===== src/rtl/decomp_pkg.sv =====
//------------------------------------------------------------------------------
// decomp_pkg : shared types and helpers for the decompression path
// Rev 1.0
//------------------------------------------------------------------------------
`default_nettype none

package decomp_pkg;

    typedef enum logic [0:0] {
        IDLE   = 1'b0,
        EXPAND = 1'b1
    } rle_state_t;

    localparam int unsigned DEF_DATA_W = 32;
    localparam int unsigned DEF_CNT_W  = 8;
    localparam int unsigned DEF_LANES  = 8;
    localparam int unsigned KEEP_W     = DEF_DATA_W * DEF_LANES / 8;
    localparam int unsigned REM_W      = DEF_CNT_W + 1;

    // Upper bound on mask width; callers size-cast the result to their own tkeep width.
    localparam int unsigned MAX_KEEP_W = 512;

    function automatic logic [MAX_KEEP_W-1:0] keep_mask(input int unsigned nbytes);
        logic [MAX_KEEP_W-1:0] m;
        for (int unsigned i = 0; i < MAX_KEEP_W; i++) begin
            m[i] = (i < nbytes);
        end
        return m;
    endfunction

endpackage

`default_nettype wire


===== src/rtl/rle_lane_expander.sv =====
//------------------------------------------------------------------------------
// rle_lane_expander : expands {count,value} RLE tokens into LANES-wide beats
// Rev 1.0
//------------------------------------------------------------------------------
`default_nettype none

module rle_lane_expander
    import decomp_pkg::*;
#(
    parameter int unsigned DATA_W = 32,
    parameter int unsigned CNT_W  = 8,
    parameter int unsigned LANES  = 8
) (
    input  logic                          axis_aclk,
    input  logic                          axis_areset,
    input  logic [CNT_W+DATA_W-1:0]       s_axis_tdata,
    input  logic                          s_axis_tvalid,
    output logic                          s_axis_tready,
    input  logic                          s_axis_tlast,
    input  logic                          cfg_bypass,
    output logic [DATA_W*LANES-1:0]       m_axis_tdata,
    output logic [DATA_W*LANES/8-1:0]     m_axis_tkeep,
    output logic                          m_axis_tvalid,
    input  logic                          m_axis_tready,
    output logic                          m_axis_tlast,
    output logic [31:0]                   stat_words
);

    localparam int unsigned c_KEEP_W = DATA_W * LANES / 8;
    localparam int unsigned c_REM_W  = CNT_W + 1;
    localparam int unsigned c_OUT_W  = DATA_W * LANES;
    localparam int unsigned c_BPW    = DATA_W / 8;

    localparam logic [0:0]         c_ST_IDLE   = IDLE;
    localparam logic [0:0]         c_ST_EXPAND = EXPAND;
    localparam logic [c_REM_W-1:0] c_LANES_R   = c_REM_W'(LANES);

    logic [0:0]          r_state_q;
    logic [c_REM_W-1:0]  r_rem_q;
    logic [DATA_W-1:0]   r_value_q;
    logic                r_tok_last_q;
    logic                r_sop_q;
    logic                r_bypass_q;
    logic [c_OUT_W-1:0]  r_tdata_q;
    logic [c_KEEP_W-1:0] r_tkeep_q;
    logic                r_tvalid_q;
    logic                r_tlast_q;
    logic [31:0]         r_stat_q;

    logic                w_slot_free;
    logic                w_s_ready;
    logic                w_accept;
    logic                w_load;
    logic                w_bypass;
    logic [CNT_W-1:0]    w_count;
    logic [c_REM_W-1:0]  w_rem_src;
    logic [DATA_W-1:0]   w_val;
    logic                w_last_src;
    logic [c_REM_W-1:0]  w_k;
    logic [c_REM_W-1:0]  w_rem_d;
    logic [c_OUT_W-1:0]  w_tdata_d;
    logic [c_KEEP_W-1:0] w_tkeep_d;
    logic                w_tlast_d;
    logic [31:0]         w_stat_inc;

    assign w_slot_free = !r_tvalid_q || m_axis_tready;
    assign w_s_ready   = !axis_areset && (r_state_q == c_ST_IDLE) && w_slot_free;
    assign w_accept    = s_axis_tvalid && w_s_ready;
    assign w_load      = w_accept || ((r_state_q == c_ST_EXPAND) && w_slot_free);
    // Packet mode is taken live on the first token, latched thereafter.
    assign w_bypass    = r_sop_q ? cfg_bypass : r_bypass_q;
    assign w_count     = s_axis_tdata[CNT_W+DATA_W-1:DATA_W];
    assign w_stat_inc  = 32'($countones(r_tkeep_q)) / c_BPW;

    always_comb begin
        w_rem_src  = r_rem_q;
        w_val      = r_value_q;
        w_last_src = r_tok_last_q;
        if (w_accept) begin
            w_rem_src  = w_bypass ? c_REM_W'(1) : ({1'b0, w_count} + c_REM_W'(1));
            w_val      = s_axis_tdata[DATA_W-1:0];
            w_last_src = s_axis_tlast;
        end
        w_k = (w_rem_src > c_LANES_R) ? c_LANES_R : w_rem_src;
        w_tdata_d = '0;
        for (int i = 0; i < int'(LANES); i++) begin
            if (c_REM_W'(i) < w_k) begin
                w_tdata_d[i*DATA_W +: DATA_W] = w_val;
            end
        end
        w_tkeep_d = c_KEEP_W'(keep_mask(32'(w_k) * c_BPW));
        w_tlast_d = w_last_src && (w_rem_src <= c_LANES_R);
        w_rem_d   = w_rem_src - w_k;
    end

    always_ff @(posedge axis_aclk) begin
        if (axis_areset) begin
            r_state_q    <= c_ST_IDLE;
            r_rem_q      <= '0;
            r_value_q    <= '0;
            r_tok_last_q <= 1'b0;
            r_sop_q      <= 1'b1;
            r_bypass_q   <= 1'b0;
            r_tdata_q    <= '0;
            r_tkeep_q    <= '0;
            r_tvalid_q   <= 1'b0;
            r_tlast_q    <= 1'b0;
            r_stat_q     <= '0;
        end else begin
            if (w_load) begin
                r_tvalid_q   <= 1'b1;
                r_tdata_q    <= w_tdata_d;
                r_tkeep_q    <= w_tkeep_d;
                r_tlast_q    <= w_tlast_d;
                r_rem_q      <= w_rem_d;
                r_value_q    <= w_val;
                r_tok_last_q <= w_last_src;
                r_state_q    <= (w_rem_d != '0) ? c_ST_EXPAND : c_ST_IDLE;
            end else if (m_axis_tready) begin
                r_tvalid_q <= 1'b0;
            end
            if (w_accept) begin
                r_sop_q <= s_axis_tlast;
                if (r_sop_q) begin
                    r_bypass_q <= cfg_bypass;
                end
            end
            if (r_tvalid_q && m_axis_tready) begin
                r_stat_q <= r_stat_q + w_stat_inc;
            end
        end
    end

    assign s_axis_tready = w_s_ready;
    assign m_axis_tdata  = r_tdata_q;
    assign m_axis_tkeep  = r_tkeep_q;
    assign m_axis_tvalid = r_tvalid_q;
    assign m_axis_tlast  = r_tlast_q;
    assign stat_words    = r_stat_q;

endmodule

`default_nettype wire


===== config.mk =====
export PLATFORM = sky130hd
export DESIGN_NAME = rle_lane_expander
export DESIGN_NICKNAME = d
export VERILOG_FILES = /design/src/rtl/decomp_pkg.sv /design/src/rtl/rle_lane_expander.sv
export SDC_FILE = /design/constraint.sdc
export NUM_CORES = 1
export LEC_CHECK = 0
export CORE_ASPECT_RATIO = 2
export CORE_MARGIN = 1
export CORE_UTILIZATION = 35
export DETAILED_ROUTE_END_ITERATION = 6
export PLACE_DENSITY = 0.6
export SYNTH_ARGS = -nofsm -noshare
export SYNTH_HDL_FRONTEND = slang
export SYNTH_SLANG_ARGS = --single-unit

===== constraint.sdc =====
create_clock -name axis_aclk -period 6.8 [get_ports axis_aclk]
set_clock_uncertainty 0.1 [all_clocks]
set_input_delay 1.7 -clock axis_aclk [delete_from_list [all_inputs] [get_ports axis_aclk]]
set_output_delay 1.7 -clock axis_aclk [all_outputs]
set_load 0.005 [all_outputs]

==> results.json, run 1 <==
{
  "status": "finished, final reports clean",
  "routedLengthMet1_um": 16440,
  "finalSetupViolCount": 0,
  "max-slew-margin-rel_pct": 22.71,
  "path_buf_inv": 5,
  "ant_nets": 0,
  "root_buffer": "clkbuf_16",
  "synth.yosys.seq_area_share_pct": 50.58,
  "grt_pass1_vias": 11430,
  "critical_path.max_stage_delay_ps": 540,
  "layout.nets": 1804,
  "ir_drop_mv": 0.1848,
  "synth_seq_cells": 343,
  "cp.required_ps": 7130,
  "critPathMostFrequentCell": "fa_1",
  "viasPerCell": 5.212,
  "place_congestion": 0.8511,
  "rows": 101,
  "grt.total_usage_pct": 22.74,
  "grt-ovfl-total": 0,
  "drc": 0,
  "insertion_delay_ps": 580,
  "io_pins": 369,
  "clkTransAtPathRegs_ps": 70,
  "hold_class": "reg -> reg",
  "synth_nets": 1524,
  "p_leak_nw": 6.640,
  "io_buffer_count": 368,
  "fp.dieH_um": 280.5,
  "cp-start-kind": "flop",
  "clock_path_buffers": 3,
  "wl_per_cell_um": 20.29,
  "worst-path-max-fanout": 6,
  "drt_iter0_drc": 638,
  "hold_violations": 0,
  "path_cells": "inv_1 > fa_1 > inv_1 > fa_1 > fa_1 > fa_1 > inv_1 > fa_1 > inv_1 > ha_1 > a31oi_2 > nor2b_1 > o21a_1 > nor2_1 > inv_1 > fa_1 > nor2b_1 > o21a_1 > o2111ai_2 > or2_2 > nor2_2 > nand3_1 > xor2_1 > nor2_1",
  "die_x_um": 141.3,
  "first_pass_iters": 5,
  "fin_tns_setup_ps": 0,
  "max_slew.worst_pin.slew_ps": 1155,
  "dr.max_layer_used": "met4",
  "num_vias": 11830,
  "maxCapViolCount": 0,
  "critPathArrivalTime_ps": 6690,
  "cp_slowest_cell": "fa_1",
  "hpwl_um": 31100,
  "ys_warn_count": 0,
  "wirelength_um": 46030,
  "syn_inst": 1447,
  "fin_crit_sh_pct": 93.51,
  "wl_met2_um": 25320,
  "ys_types": 65,
  "regArea_um2": 6867,
  "h-tree-depth": 1,
  "synth_flop_cell": "dfxtp_1",
  "critPathTopFamily": "adder cells",
  "layout_min_cycle_time_ps": 6359,
  "synthToLayoutAreaGrowth_pct": 35.96,
  "met3_length_um": 2377,
  "antenna_found_initial": 2,
  "grt_pass1_wl_um": 68860,
  "synthArstFlopShare_pct": 0,
  "multi_input_area_um2": 5968,
  "cts_tree": "yes",
  "drive_above_1_share_pct": 7.420,
  "fillCellCount": 3617,
  "netlist_area_um2": 13580,
  "synth_edf_count": 0,
  "initial_utilization_pct": 35.69,
  "cts.sinks": 343,
  "max_freq_mhz": 157.3,
  "end_kind": "flop",
  "slew_viol_final": 0,
  "power.density_nw_per_um2": 287.6,
  "cts_buffers": 31,
  "coreArea_um2": 38040,
  "grt_setup_unrepaired": "false",
  "power_w": 0.005308,
  "path_class": "reg -> reg",
  "die-area_um2": 39630,
  "syn_area_per_cell_um2": 9.382,
  "grt_max_degree": 130
}
==> registers in the layout (all words and copies together) (netlist names) <==
signal         count
m_axis_tdata     256
r_value_q         32
stat_words        32
r_rem_q            9
m_axis_tkeep       8
m_axis_tlast       1
m_axis_tvalid      1
r_bypass_q         1
r_sop_q            1
r_state_q          1
r_tok_last_q       1
==> tightest hold or removal path: stages, from the launching register on <==
cell and delay, ps:
dfxtp_1 310, nand2_1 50, a21oi_1 50
==> cells in the mapped netlist, drive strengths merged (4+ instances only) <==
library cell  number  area share (%)
clkbuf            89             2.5
o21ai             11            0.41
xnor2             11            0.71
nand3             20            0.81
or3               11            0.51
nor2b              7            0.34
xor2              21             1.4
nor3              14            0.55
or2                5            0.23
fa                15             2.2
nand2             44             1.2
mux2i             36             2.7
dfxtp            343              51
inv               23            0.64
a22oi            257              15
a21oi             26            0.96
nand2b             5            0.29
and3               6            0.28
nor2             376              10
a211oi            10            0.55
nand4              6            0.32
ha                16             1.5
buf               50             2.7
a21o               4            0.22
==> routing by layer <==
layer  global-route usage [%]  up-vias
li1                         -     5557
met1                    24.10     5766
met2                    43.59      410
met3                    3.260       93
met4                    10.14        0
met5                        0        -
==> logic make-up (layout without fill, tap and decap cells) <==
kind of cell | count (synthesis) | count (layout) | synth area share [%]
AOI/OAI and AO/OA | 330 | 330 | 19.01
xor gates and xnor gates | 32 | 32 | 2.065
adders and majority gates | 31 | 31 | 3.687
buffers and inverters | 162 | 467 | 5.825
DFF | 343 | 343 | 50.58
muxes | 39 | 39 | 2.903
other | 1 | 3 | 0.02762
and+or+nand+nor | 509 | 509 | 15.90
==> power by group <==
part           leakage, nW  internal [W]  switching (W)
clock                0.502      0.000981       0.000784
sequential            2.78       0.00210      0.0000616
combinational         3.36      0.000533       0.000850
total                 6.64       0.00361        0.00169
==> worst paths after layout <==
check | end | cells after the start | slack (ps) | startpoint
worst max-delay path | stat_words[28] | 24 | 440 | m_axis_tkeep[11]
worst min-delay path | r_value_q[27] | 2 | 360 | r_value_q[27]
worst min register to register | r_value_q[27] | 2 | 360 | r_value_q[27]
worst max register to register | stat_words[28] | 24 | 440 | m_axis_tkeep[11]
==> area by class of cell <==
class	instances	share of cell area [%]
well taps	515	3.491
flip-flops and latches	343	37.20
clock buffers	44	4.793
inverters	23	0.4677
multi-input cells	942	32.33
diodes	2	0.02711
repair buffers	386	20.99
clock inverters	14	0.6982
==> cell usage in the layout, fill, tap and decap left out, types with 15 or more instances in the layout <==
cell type,count
a21oi_1,26
a22oi_1,227
a22oi_2,30
clkbuf_16,31
clkdlybuf4s50_1,367
dfxtp_1,343
fa_1,15
ha_1,16
inv_1,23
mux2i_1,36
nand2_1,44
nand3_1,18
nor2_1,374
xor2_1,21
==> through the flow <==
| step | utilization, % | setup WS, ps | cells | cell area (um^2) | hold slack (ps) |
|---|---|---|---|---|---|
| final | 48.52 | 441.3 | 2269 | 18460 | 359.4 |
| after global routing | 48.52 | 29.20 | 2269 | 18460 | 393.8 |
| after CTS | 48.47 | 206.4 | 2267 | 18440 | 361.2 |
| after detailed placement | 45.81 | 185.4 | 2209 | 17420 | 351.7 |
| after global placement | 45.81 | 349.3 | 2209 | 17420 | 343.2 |
| after floorplan | - | 713.2 | 1447 | 13580 | 336.9 |
==> timing repair <==
| item | 4_1_cts | 5_1_grt |
|---|---|---|
| hold buffers | 0 | 0 |
| gates resized for setup | 0 | 3 |
| endpoints found under the setup margin | 0 | 5 |
| setup buffers | 0 | 0 |
Power figures use the tool's default switching activity.
==> inputs of run 2 (changes only) <==
--- a/config.mk
+++ b/config.mk
@@ -11,4 +11,5 @@
 export DETAILED_ROUTE_END_ITERATION = 6
 export PLACE_DENSITY = 0.6
+export SLEW_MARGIN = 20
 export SYNTH_ARGS = -nofsm -noshare
 export SYNTH_HDL_FRONTEND = slang
==> constraint.sdc (replaced) <==
create_clock -name axis_aclk -period 6.8 [get_ports axis_aclk]
set_clock_uncertainty 0.1 [all_clocks]
set_input_delay 1.36 -clock axis_aclk [delete_from_list [all_inputs] [get_ports axis_aclk]]
set_output_delay 1.36 -clock axis_aclk [all_outputs]
set_load 0.005 [all_outputs]
==> run 2 against run 1 <==
- setup slack worse by 22 ps
- maximum frequency decreased by 0.34%
- sequential power about the same
- combinational power about the same
- flip-flop and latch count stayed put
- first-iteration DRC count is 8.9% higher
- power decreased by 1.9%
- non-clock buffer count down 6
- sequential share of layout area increased by 0.29 points
- wire length rose by 0.34%
- clock-buffer cell count down 1
==> results.json, run 2 (same netlist as run 1, synthesis figures left out) <==
{
  "grt_setup_unrepaired": "false",
  "max-slew-margin-rel_pct": 25.90,
  "cp.required_ps": 7130,
  "cp-start-kind": "flop",
  "slew_viol_final": 0,
  "io_buffer_count": 368,
  "post_cts_resized": 0,
  "fp.dieH_um": 280.5,
  "max_freq_mhz": 156.7,
  "hpwl_um": 30670,
  "max_slew.worst_pin.slew_ps": 1111,
  "wl_per_cell_um": 20.49,
  "fin_crit_sh_pct": 93.83,
  "drc": 0,
  "place_congestion": 0.8718,
  "postCtsSetupRepairBufs": 0,
  "post-place-cells": 2203,
  "h-tree-depth": 1,
  "first_pass_iters": 5,
  "grt_max_degree": 182,
  "end_kind": "flop",
  "fin_tns_setup_ps": 0,
  "drive_above_1_share_pct": 6.502,
  "grt-ovfl-total": 0,
  "insertion_delay_ps": 570,
  "setup_ws_ps": 419.4,
  "wirelength_um": 46180,
  "fillCellCount": 3615,
  "final_cells": 2254,
  "critPathArrivalTime_ps": 6710,
  "largest_register_ffs": 256,
  "maxCapViolCount": 0,
  "viasPerCell": 5.252,
  "cts.sinks": 343,
  "final_core_util_pct": 48.14,
  "io_pins": 369,
  "ant_nets": 0,
  "mostFrequentLayoutCells": "nor2_1 (373), clkdlybuf4s50_1 (367), dfxtp_1 (343)",
  "grt_pass1_vias": 11310,
  "cts_buffers": 31,
  "layout_min_cycle_time_ps": 6381,
  "mostFrequentLayoutCell": "nor2_1",
  "hold_buffers": 0,
  "worst-path-max-fanout": 6,
  "finalSetupViolCount": 0,
  "num_vias": 11840,
  "path_class": "reg -> reg",
  "status": "finished, final reports clean",
  "rows": 101,
  "pre_cts_slack_ps": 157.3,
  "place_area_um2": 17370,
  "coreArea_um2": 38040,
  "hold_violations": 0,
  "ir_drop_mv": 0.2504,
  "grt.total_usage_pct": 22.64,
  "power.density_nw_per_um2": 284.3,
  "die-area_um2": 39630,
  "initial_utilization_pct": 35.69,
  "die_x_um": 141.3,
  "grt_pass1_wl_um": 68540,
  "clkTransAtPathRegs_ps": 70,
  "layout.nets": 1798,
  "root_buffer": "clkbuf_16",
  "hold_class": "reg -> reg",
  "synthToLayoutAreaGrowth_pct": 34.89,
  "antenna_found_initial": 1,
  "final_cell_area_um2": 18310,
  "p_leak_nw": 6.563,
  "cts_tree": "yes",
  "clock_path_buffers": 3,
  "drt_iter0_drc": 695
}
-- run 2: cell types whose count changed in the layout (fill, tap and decap cells not counted), moves of 2 or more --
cell / before / now
buf_4: 14 / 9
clkbuf_8: 6 / 2
clkinv_2: 9 / 4
clkbuf_1: 7 / 10
clkinvlp_4: 2 / 0
-- run 2: final timing paths --
check                                       from        endpoint  slack (ps)  cells past startpoint
worst max-delay path            m_axis_tkeep[11]  stat_words[26]         420                     24
worst min-delay path               r_value_q[29]   r_value_q[29]         360                      2
worst max register to register  m_axis_tkeep[11]  stat_words[26]         420                     24
worst min register to register     r_value_q[29]   r_value_q[29]         360                      2
-- run 2: critical path, cell delays in order (launching register included) --
cell and delay, ps:
dfxtp_1 450, inv_1 190, fa_1 520, fa_1 380
inv_1 90, fa_1 450, fa_1 550, inv_1 60
fa_1 530, inv_1 40, ha_1 270, a31oi_2 250
nor2b_1 90, o21a_1 200, nor2_1 150, inv_1 70
fa_1 400, nor2b_1 180, o21a_1 140, o2111ai_1 230
or2_4 370, nor2_2 190, nand3_1 110, xor2_1 160
nor2_1 60
-- run 2: cell type report --
cell class | count | area [um^2] | area share [%]
sequential | 343 | 6867 | 37.50
multi-input combinational | 942 | 5967 | 32.58
inverter | 23 | 86.33 | 0.4714
tap | 515 | 644.4 | 3.519
clock inverter | 7 | 88.84 | 0.4851
clock buffer | 43 | 840.8 | 4.591
timing repair buffer | 380 | 3816 | 20.84
antenna | 1 | 2.502 | 0.01366
-- run 2: routing by layer --
| layer | share of wire [%] | vias up | global-route usage [%] |
|---|---|---|---|
| met5 | 0 | - | 0 |
| met2 | 55 | 387 | 42.55 |
| met3 | 5.3 | 86 | 3.584 |
| met1 | 36 | 5818 | 24.01 |
| li1 | - | 5546 | - |
| met4 | 4.5 | 0 | 11.43 |
-- run 2: through the flow --
stage	power, W	hold slack, ps
after detailed placement	0.003568	350.9
final	0.005206	360.9
after global placement	0.003550	343.1
after CTS	0.005268	359.4
after floorplan	0.003050	336.9
after global routing	0.005475	391.4
-- run 2: where the power goes --
part           internal [W]  leakage [nW]  switching, W
combinational      0.000519          3.33      0.000837
sequential          0.00210          2.78     0.0000626
clock              0.000929         0.457      0.000759
